## config.mk

```make
export PLATFORM = sky130hd
export DESIGN_NAME = axi_fanin_arb_req
export DESIGN_NICKNAME = d
export VERILOG_FILES = /design/src/rtl/axi_fanin_pkg.sv /design/src/rtl/axi_rr_prio_search.sv /design/src/rtl/axi_fanin_arb_req.sv
export SDC_FILE = /design/constraint.sdc
export NUM_CORES = 1
export LEC_CHECK = 0
export BUFFER_PORTS_ARGS = -buffer_cell sky130_fd_sc_hd__buf_2
export CAP_MARGIN = 10
export CELL_PAD_IN_SITES_DETAIL_PLACEMENT = 1
export CELL_PAD_IN_SITES_GLOBAL_PLACEMENT = 1
export CORE_MARGIN = 2
export CORE_UTILIZATION = 19
export DETAILED_ROUTE_END_ITERATION = 10
export GPL_TIMING_DRIVEN = 0
export PLACE_DENSITY = 0.85
export SYNTH_ARGS = -nofsm -noshare
export SYNTH_HDL_FRONTEND = slang
export SYNTH_SLANG_ARGS = --single-unit
```

## constraint.sdc

```tcl
create_clock -name clk -period 2.2 [get_ports clk]
set_input_delay 0 -clock clk [delete_from_list [all_inputs] [get_ports clk]]
set_output_delay 0 -clock clk [all_outputs]
set_load 0.1 [all_outputs]
```

## src/rtl/axi_fanin_pkg.sv

```systemverilog
`default_nettype none
// ============================================================================
// Module      : axi_fanin_pkg
// Description : Shared constants and the pointer-width helper for the
//               request fan-in arbiter.
// Revision    : 1.0 - initial release
// ============================================================================
package axi_fanin_pkg;

  // Largest number of request inputs the arbiter is built for
  localparam int MAX_N_INIT = 16;

  // Width of an index into n inputs (never narrower than one bit)
  function automatic int ptr_width(input int n);
    return (n <= 2) ? 1 : $clog2(n);
  endfunction

endpackage
`default_nettype wire

```

## src/rtl/axi_rr_prio_search.sv

```systemverilog
`default_nettype none
// ============================================================================
// Module      : axi_rr_prio_search
// Description : Combinational circular priority search. Returns the first
//               set bit of req at or above ptr, wrapping past N-1 to 0.
// Revision    : 1.0 - initial release
// ============================================================================
module axi_rr_prio_search #(
  parameter int N  = 4,
  parameter int PW = 2
) (
  input  logic [N-1:0]  req,
  input  logic [PW-1:0] ptr,
  output logic [PW-1:0] idx,
  output logic          valid
);

  // Scan offsets from the far end back to zero so the closest hit wins
  always_comb begin
    int k;
    k     = 0;
    idx   = '0;
    valid = 1'b0;
    for (int off = N - 1; off >= 0; off--) begin
      k = int'(ptr) + off;
      if (k >= N) k = k - N;
      if (req[k]) begin
        idx   = PW'(k);
        valid = 1'b1;
      end
    end
  end

endmodule
`default_nettype wire

```

## src/rtl/axi_fanin_arb_req.sv

```systemverilog
`default_nettype none
// ============================================================================
// Module      : axi_fanin_arb_req
// Description : N-input round-robin request arbiter with sticky hold on
//               back-pressure and an exclusive-lock override.
//               Optional build macro AXI_FANIN_OUT_REG_EN inserts a one-entry
//               output register slice between the arbiter and downstream.
// Revision    : 1.0 - initial release
// ============================================================================
module axi_fanin_arb_req
  import axi_fanin_pkg::*;
#(
  parameter int N_INIT    = 4,
  parameter int AUX_WIDTH = 32,
  parameter int ID_WIDTH  = 16
) (
  input  logic                        clk,
  input  logic                        rst_n,
  input  logic [N_INIT-1:0]           data_req_i,
  input  logic [N_INIT*AUX_WIDTH-1:0] data_AUX_i,
  input  logic [N_INIT*ID_WIDTH-1:0]  data_ID_i,
  output logic [N_INIT-1:0]           data_gnt_o,
  output logic                        data_req_o,
  output logic [AUX_WIDTH-1:0]        data_AUX_o,
  output logic [ID_WIDTH-1:0]         data_ID_o,
  input  logic                        data_gnt_i,
  input  logic                        lock_EXCLUSIVE,
  input  logic [$clog2(N_INIT)-1:0]   SEL_EXCLUSIVE
);

  localparam int            PW     = ptr_width(N_INIT);
  localparam logic [PW-1:0] C_LAST = PW'(N_INIT - 1);

  logic [PW-1:0]        rr_ptr_q, rr_ptr_d;
  logic                 hold_q, hold_d;
  logic [PW-1:0]        hold_idx_q, hold_idx_d;

  logic [PW-1:0]        w_srch_idx;
  logic                 w_srch_valid;
  logic [PW-1:0]        w_sel;
  logic                 w_sel_ok;
  logic                 w_in_req;
  logic                 w_dn_ready;
  logic                 w_in_hs;
  logic                 w_lock_ok;
  logic                 w_hold_ok;
  logic [N_INIT-1:0]    w_gnt;
  logic [AUX_WIDTH-1:0] w_aux [N_INIT];
  logic [ID_WIDTH-1:0]  w_id  [N_INIT];

  // Unpack the flat payload/ID buses into per-input arrays
  for (genvar k = 0; k < N_INIT; k++) begin : g_unpack
    assign w_aux[k] = data_AUX_i[k*AUX_WIDTH +: AUX_WIDTH];
    assign w_id[k]  = data_ID_i[k*ID_WIDTH +: ID_WIDTH];
  end

  axi_rr_prio_search #(
    .N  (N_INIT),
    .PW (PW)
  ) u_search (
    .req   (data_req_i),
    .ptr   (rr_ptr_q),
    .idx   (w_srch_idx),
    .valid (w_srch_valid)
  );

  // Selection: lock overrides hold, hold overrides the round-robin search
  always_comb begin
    w_lock_ok = (int'(SEL_EXCLUSIVE) < N_INIT);
    w_hold_ok = hold_q & data_req_i[hold_idx_q];
    w_sel     = '0;
    w_sel_ok  = 1'b1;
    w_in_req  = 1'b0;
    if (lock_EXCLUSIVE) begin
      w_sel_ok = w_lock_ok;
      w_sel    = w_lock_ok ? PW'(SEL_EXCLUSIVE) : '0;
      w_in_req = w_lock_ok & data_req_i[w_sel];
    end else begin
      w_in_req = |data_req_i;
      if (w_hold_ok)         w_sel = hold_idx_q;
      else if (w_srch_valid) w_sel = w_srch_idx;
    end
  end

  // One-hot grant back to the selected input, driven by the local ready
  always_comb begin
    w_gnt = '0;
    if (w_sel_ok) w_gnt[w_sel] = w_dn_ready;
  end

  assign data_gnt_o = w_gnt;
  assign w_in_hs    = w_in_req & w_dn_ready;

  // Pointer advance on handshake; hold the winner while it is back-pressured
  always_comb begin
    rr_ptr_d   = rr_ptr_q;
    hold_d     = 1'b0;
    hold_idx_d = hold_idx_q;
    if (!lock_EXCLUSIVE) begin
      if (w_in_hs) begin
        rr_ptr_d = (w_sel == C_LAST) ? '0 : w_sel + 1'b1;
      end else if (w_in_req) begin
        hold_d     = 1'b1;
        hold_idx_d = w_sel;
      end
    end
  end

  // Arbitration state registers
  always_ff @(posedge clk or negedge rst_n) begin
    if (!rst_n) begin
      rr_ptr_q   <= '0;
      hold_q     <= 1'b0;
      hold_idx_q <= '0;
    end else begin
      rr_ptr_q   <= rr_ptr_d;
      hold_q     <= hold_d;
      hold_idx_q <= hold_idx_d;
    end
  end

`ifdef AXI_FANIN_OUT_REG_EN
  logic                 full_q, full_d;
  logic [AUX_WIDTH-1:0] aux_q;
  logic [ID_WIDTH-1:0]  id_q;

  // The slice can take a new beat when empty or when it drains this cycle;
  // reset forces it not-ready so no grant escapes during reset
  assign w_dn_ready = rst_n & (~full_q | data_gnt_i);
  assign full_d     = w_in_hs | (full_q & ~data_gnt_i);

  // One-entry output register slice
  always_ff @(posedge clk or negedge rst_n) begin
    if (!rst_n) begin
      full_q <= 1'b0;
      aux_q  <= '0;
      id_q   <= '0;
    end else begin
      full_q <= full_d;
      if (w_in_hs) begin
        aux_q <= w_aux[w_sel];
        id_q  <= w_id[w_sel];
      end
    end
  end

  assign data_req_o = full_q;
  assign data_AUX_o = aux_q;
  assign data_ID_o  = id_q;
`else
  assign w_dn_ready = data_gnt_i;
  assign data_req_o = w_in_req;
  assign data_AUX_o = w_aux[w_sel];
  assign data_ID_o  = w_id[w_sel];
`endif

endmodule
`default_nettype wire
```

# [After elaboration in Yosys (flattened, before gate mapping)]
# Cells that the tools add are included.
[totals] regBits=5 in_bits=202 word_cells=79
[op_classes] add_sub_neg=8 n_lt_le_gt_ge=13 eq_ne=1 mux=44 bitwise_logic=6 reduce_logical=4
[ops] cell="2-to-1 mux 32 bit" count=6
[ops] cell="< comparator 32 x 4 -> 1 bit, second input constant" count=4
[ops] cell=">= comparator 32 x 4 -> 1 bit, second input constant" count=3
[ops] cell="subtractor 32 x 4 -> 32 bit, second input constant" count=3
[ops] cell="binary-select mux 32 bit (select 2 bit)" count=1
[ops] cell="binary-select mux 16 bit (select 2 bit)" count=1
[ops] cell="2-to-1 mux 16 bit" count=2
[ops] cell="2-to-1 mux 1 bit" count=19
[ops] cell="2-to-1 mux 2 bit" count=8
[ops] cell="binary-select mux 1 bit (select 2 bit)" count=6
[ops] cell="< comparator 2 x 3 -> 1 bit, second input constant" count=3
[ops] cell="adder 2 x 2 -> 3 bit, second input constant" count=2
[ops] cell="bitwise AND 4 bit" count=1
[ops] cell="OR reduction 4 bit" count=1
[ops] cell="subtractor 2 x 3 -> 4 bit, second input constant" count=1
[ops] cell="adder 2 x 1 -> 3 bit, second input constant" count=1
[ops] cell=">= comparator 2 x 3 -> 1 bit, second input constant" count=1
[ops] cell=">= comparator 3 bit, second input constant" count=1
[ops] cell="inverter 2 -> 3 bit" count=1
[ops] cell="AND reduction 3 bit" count=1
[ops] cell="adder 2 x 1 -> 2 bit, second input constant" count=1
[ops] cell="bitwise AND 1 bit" count=2
[ops] cell="demux 1 bit (select 2 bit)" count=1
[ops] cell="equality test 2 bit, second input constant" count=1
[ops] cell="other kinds (4)" count=5

# [Longest topological paths before layout]
[depth] ltp_word=18 mapped_depth=10

# [Hierarchy]
# A second synthesis with hierarchy kept.
[hier_totals] hier_cells=215 area_unflattened_um2=2084.5
[by_module_without_submodules] mod="axi_fanin_arb_req" instances=1 cells_per_inst=202 area_each_um2=2006.9 seq_area_each_um2=125.1
[by_module_without_submodules] mod="axi_rr_prio_search" instances=1 cells_per_inst=13 area_each_um2=77.6 seq_area_each_um2=0.0

# [Worst setup path before layout]
# Ideal clock, no wire load.
[synth_timing] path_kind="reg-to-output" start="reg rr_ptr_q[1]" end="out data_AUX_o[14]" t_arrival_ns=3.183 required_time_ns=2.200 path_slack_ns=-0.983 stages_incl_launch_ff=8 n_path_buf=2 path_cell_list="dfrtp_1 > mux2_1 > a221oi_1 > mux2i_1 > o21ai_1 > buf_2 > clkbuf_4 > mux2i_1"
[synth_between] elab_chain_len=17
[synth_lines] element="start: declaration" line_no="axi_fanin_arb_req.sv:34" rtl="logic [PW-1:0] rr_ptr_q, rr_ptr_d;"
[synth_lines] element="start signal: assignment" line_no="axi_fanin_arb_req.sv:116" rtl="rr_ptr_q <= rr_ptr_d;"
[synth_lines] element="adder 2 x 2 -> 3 bit" line_no="axi_rr_prio_search.sv:25" rtl="k = int'(ptr) + off;"
[synth_lines] element="subtractor 32 x 4 -> 32 bit or >= comparator 32 x 4 -> 1 bit (tied branches)" line_no="axi_rr_prio_search.sv:26" rtl="if (k >= N) k = k - N;"
[synth_lines] element="2-to-1 mux 32 bit" line_no="axi_rr_prio_search.sv:26"
[synth_lines] element="binary-select mux 1 bit (select 2 bit)" line_no="axi_rr_prio_search.sv:27" rtl="if (req[k]) begin"
[synth_lines] element="2-to-1 mux 1 bit (implied by the code) (2 in a row)" line_no="axi_rr_prio_search.sv:27"
[synth_lines] element="2-to-1 mux 2 bit or 2-to-1 mux 1 bit (tied branches) (4 in a row)" line_no="axi_rr_prio_search.sv:27"
[synth_lines] element="2-to-1 mux 2 bit (*)" line_no="axi_fanin_arb_req.sv:81" rtl="else if (w_srch_valid) w_sel = w_srch_idx;"
[synth_lines] element="2-to-1 mux 2 bit (*)" line_no="axi_fanin_arb_req.sv:80" rtl="if (w_hold_ok) w_sel = hold_idx_q;"
[synth_lines] element="2-to-1 mux 2 bit (*)" line_no="axi_fanin_arb_req.sv:74" rtl="if (lock_EXCLUSIVE) begin"
[synth_lines] element="inverter 2 -> 3 bit (implied by the code) (*)" line_no="axi_fanin_arb_req.sv:153" rtl="assign data_AUX_o = w_aux[w_sel];"
[synth_lines] element="binary-select mux 32 bit (select 2 bit) (*)" line_no="axi_fanin_arb_req.sv:153"
[synth_lines] element="2-to-1 mux 32 bit (implied by the code) (*) (2 in a row)" line_no="axi_fanin_arb_req.sv:153"
[synth_lines] element="end: declaration" line_no="axi_fanin_arb_req.sv:24" rtl="output logic [AUX_WIDTH-1:0] data_AUX_o,"
# Every way passes the cells marked *; elsewhere a longest branch is shown, timed or not. The select of a mux whose other input is x is not followed.

# [Final worst setup path]
[layout_timing] start="reg rr_ptr_q[1]" end="out data_AUX_o[30]"
[layout_between] elab_chain_len=17
[layout_lines] element="adder 2 x 2 -> 3 bit" line_no="axi_rr_prio_search.sv:25"
[layout_lines] element="subtractor 32 x 4 -> 32 bit or >= comparator 32 x 4 -> 1 bit (tied branches)" line_no="axi_rr_prio_search.sv:26"
[layout_lines] element="2-to-1 mux 32 bit" line_no="axi_rr_prio_search.sv:26"
[layout_lines] element="binary-select mux 1 bit (select 2 bit)" line_no="axi_rr_prio_search.sv:27"
[layout_lines] element="2-to-1 mux 1 bit (implied by the code) (2 in a row)" line_no="axi_rr_prio_search.sv:27"
[layout_lines] element="2-to-1 mux 2 bit or 2-to-1 mux 1 bit (tied branches) (4 in a row)" line_no="axi_rr_prio_search.sv:27"
[layout_lines] element="2-to-1 mux 2 bit (*)" line_no="axi_fanin_arb_req.sv:81"
[layout_lines] element="2-to-1 mux 2 bit (*)" line_no="axi_fanin_arb_req.sv:80"
[layout_lines] element="2-to-1 mux 2 bit (*)" line_no="axi_fanin_arb_req.sv:74"
[layout_lines] element="named net w_sel[0]" line_no="axi_fanin_arb_req.sv:40" rtl="logic [PW-1:0] w_sel;"
[layout_lines] element="inverter 2 -> 3 bit (implied by the code) (*)" line_no="axi_fanin_arb_req.sv:153"
[layout_lines] element="binary-select mux 32 bit (select 2 bit) (*)" line_no="axi_fanin_arb_req.sv:153"
[layout_lines] element="2-to-1 mux 32 bit (implied by the code) (*) (2 in a row)" line_no="axi_fanin_arb_req.sv:153"
# Mark *: on every way through the listed nets, which the timed path passes. The rest lies on a longest branch. The select of a mux whose other input is x is not followed.

==> metrics.csv <==
stage,metric,value,unit
run_status,status,finished with violations,
run_status,violations,setup timing,
die,die_area,0.0116,mm²
worst_setup_path,critPathMaxFanout,7,
timing,setup_ws,-0.230,ns
worst_setup_path,rr_endpoint,rr_ptr_q[1],
pwr,ir_drop,0.000675,V
logic_synthesis,syn-cell-area,0.00205,mm²
min_path,holdPathEnd,hold_q,
cells_and_area,multi_input_area,0.00281,mm²
timing,setup_viol,53,
die,core-area,0.0104,mm²
timing,max_slew.worst_pin.slew,0.486,ns
place,port_buffers,254,
pwr,pwr-share-seq,2.8,%
grt,grt_overflow_total,0,
routing,drc,0,
routing,detail-route-antenna-nets,0,
grt,antenna_found_initial,1,
routing,initialDrtViolationCount,52,
timing,whs,0.0802,ns
pwr,p_sw_share,55.0,%
pwr,p_per_area,960,mW/mm²
worst_setup_path,cpMostUsedCell,buf_12,
worst_setup_path,cp_cell_sequence,mux2_4 -> a221oi_2 -> mux2i_1 -> o21ai_1 -> buf_6 -> buf_12 -> buf_4 -> mux2i_4 -> buf_12,
routing,wl,12700,µm
grt,grt.total_usage,18.7,%
cells_and_area,fillerInstances,1120,
die,ios,255,
logic_synthesis,ys_seq_area_share,6.11,%
pwr,p_int,2.48,mW
cells_and_area,regArea,128,µm²
pwr,p_comb_share,94.1,%
logic_synthesis,syn_nets,416,
place,dpl.hpwl,8430,µm
routing,routedWlPerCell,20.5,µm
worst_setup_path,max_stage_delay,0.42,ns
logic_synthesis,ys_seq_elements,5,
cells_and_area,syn_to_final_growth,180,%
clock_network,clock-sinks,5,
worst_setup_path,cp_slowest_cell,dfrtp_2,
logic_synthesis,ys_warn_count,0,
worst_setup_path,critPathArrivalTime,2.43,ns
clock_network,clk_latency,0.22,ns
clock_network,cts_made_buffers,3,
worst_setup_path,path_buf_inv,4,
routing,dr.pass1.iters,4,
pwr,p_leak,2.53,nW
timing,slew_viol_final,0,
die,rows,37,
die,die_x,108,µm
logic_synthesis,synth-edff-count,0,
logic_synthesis,ys.flop_type,dfrtp_1,
min_path,min_path_cells,2,
routing,vias,2899,
worst_setup_path,crit_type,register to output pin,
min_path,hp-start,data_gnt_i,
worst_setup_path,start_kind,register,
min_path,hold_class,input pin to register,
clock_network,path_clk_slew,0.04,ns
pwr,clkPwrFrac,3.2,%
timing,rsz0062_at_grt,yes,
timing,skew,0.000247,ns
place,post_dp_cell_area,0.00413,mm²
die,start_util,19.7,%
pwr,power.switching,3.02,mW
logic_synthesis,async_flop_share,100,%
logic_synthesis,synth_cell_types,28,
timing,hold_viol_final,0,
place,finalWeightedCongestion,0.788,
job,maxCapViolCount,0,
cells_and_area,layout.nets,692,
cells_and_area,drive_gt1_share,87.4,%
worst_setup_path,rr_startpoint,rr_ptr_q[1],
timing,post-route-period-util,110,%
timing,relSlewSlack,67.8,%
worst_setup_path,reg2reg_depth,10,
grt,grt_pass1_vias,3394,
clock_network,cts_root_buf,clkbuf_8,
die,die_h,108,µm
clock_network,cts_tree,built,
timing,clock.fmax,0.412,GHz
worst_setup_path,rrSetupSlack,-0.14,ns
clock_network,clockBufferDepth,2,
logic_synthesis,syn_inst,210,
grt,grt_max_degree,12,
grt,grt_pass1_wl,16900,µm
logic_synthesis,avgSynthCellArea,9.75,µm²
clock_network,htreeDepth,1,
worst_setup_path,cp_top_family,multiplexers,
timing,finalCriticalPeriod,2.43,ns
routing,via_per_inst,4.66,
cells_and_area,final_area,0.00573,mm²
worst_setup_path,crit_required,2.20,ns
worst_setup_path,cp-end-kind,output pin,
## cells by family after synthesis
group	after synthesis	synth area share, %
AOI/OAI and AO/OA	11	3.79
adders and majority gates	4	2.44
buffers and inverters	21	8.67
DFF	5	6.11
muxes	151	74.6
and+or+nand+nor	18	4.40
## state kept, by name, indices dropped and copies added, names as in the netlist
name        count
rr_ptr_q        2
hold_q          1
hold_idx_q      2
## what timing repair did
item | 4_1_cts | 5_1_grt
endpoints found under the setup margin | 53 | 53
gates resized for setup | 251 | 83
pin swaps | 1 | 2
hold buffers | 1 | 0
hold endpoints to repair | 5 | 0
cloned | 0 | 3
setup buffers | 6 | 7
## Yosys cell counts (2+ instances only)
cell type  number  area, µm²
mux2_2          2       22.5
buf_12          3       60.1
inv_2           2       7.51
dfrtp_1         5        125
and2_1          4       25.0
clkbuf_4        2       15.0
nor2b_1         2       12.5
nor2_1          3       11.3
ha_1            4       50.1
o21ai_1         2       10.0
mux2i_1       147       1470
a21oi_1         2       10.0
inv_1           2       7.51
nand2_1         6       22.5
buf_4          11       82.6
## per-stage QoR
stage	worst slack, ns	power (mW)	utilization [%]	TNS, ns	std cells
4_1_cts	-0.273	5.08	49.9	-12.35	611
3_3_place_gp	-0.341	3.82	39.6	-13.67	600
2_1_floorplan	-0.193	3.31	-	-6.57	210
5_1_grt	-0.335	5.66	55.0	-15.09	622
3_5_place_dp	-0.454	3.88	39.6	-19.08	600
6_report	-0.230	5.50	55.0	-10.42	622
## power by group through the flow
| stage | clock, mW | sequential [mW] | combinational, mW |
|---|---|---|---|
| floorplan | 0 | 0.140 | 3.17 |
| global placement | 0 | 0.147 | 3.67 |
| detailed placement | 0 | 0.150 | 3.73 |
| CTS | 0.178 | 0.149 | 4.76 |
| global route | 0.185 | 0.157 | 5.32 |
| finish | 0.175 | 0.151 | 5.18 |
## cell usage in the layout, fill, tap and decap left out, types with 4 or more instances in the layout
cell       count
and2_4         4
buf_12        59
buf_2        202
buf_4          8
buf_6         10
clkbuf_16      4
clkbuf_8       4
mux2i_1       30
mux2i_2       51
mux2i_4       66
nand2_1        6
## routing by layer
layer / routed length, µm / share of wire, % / track usage [%]
met5: 0 / 0 / 0
met3: 820 / 6.4 / 3.87
met2: 7850 / 62 / 41.3
met1: 3800 / 30 / 17.1
met4: 254 / 2.0 / 2.84
## cell type report
type,instances,area share [%]
inverters,4,0.306
diodes,1,0.0437
plain buffers,17,5.02
well taps,136,2.97
clock buffers,4,0.786
flip-flops and latches,5,2.23
multi-input cells,184,49.0
repair buffers,271,39.6
## worst max path at each step
stage | startpoint | depth (start not counted) | slack, ns | to
finish | rr_ptr_q[1] | 9 | -0.23 | data_AUX_o[30]
global route | rr_ptr_q[1] | 9 | -0.34 | data_ID_o[11]
CTS | rr_ptr_q[1] | 8 | -0.27 | data_AUX_o[17]
detailed placement | hold_idx_q[0] | 9 | -0.45 | data_ID_o[0]
global placement | rr_ptr_q[1] | 8 | -0.34 | data_ID_o[7]
floorplan | rr_ptr_q[1] | 7 | -0.19 | data_AUX_o[0]
Power figures use the tool's default switching activity.
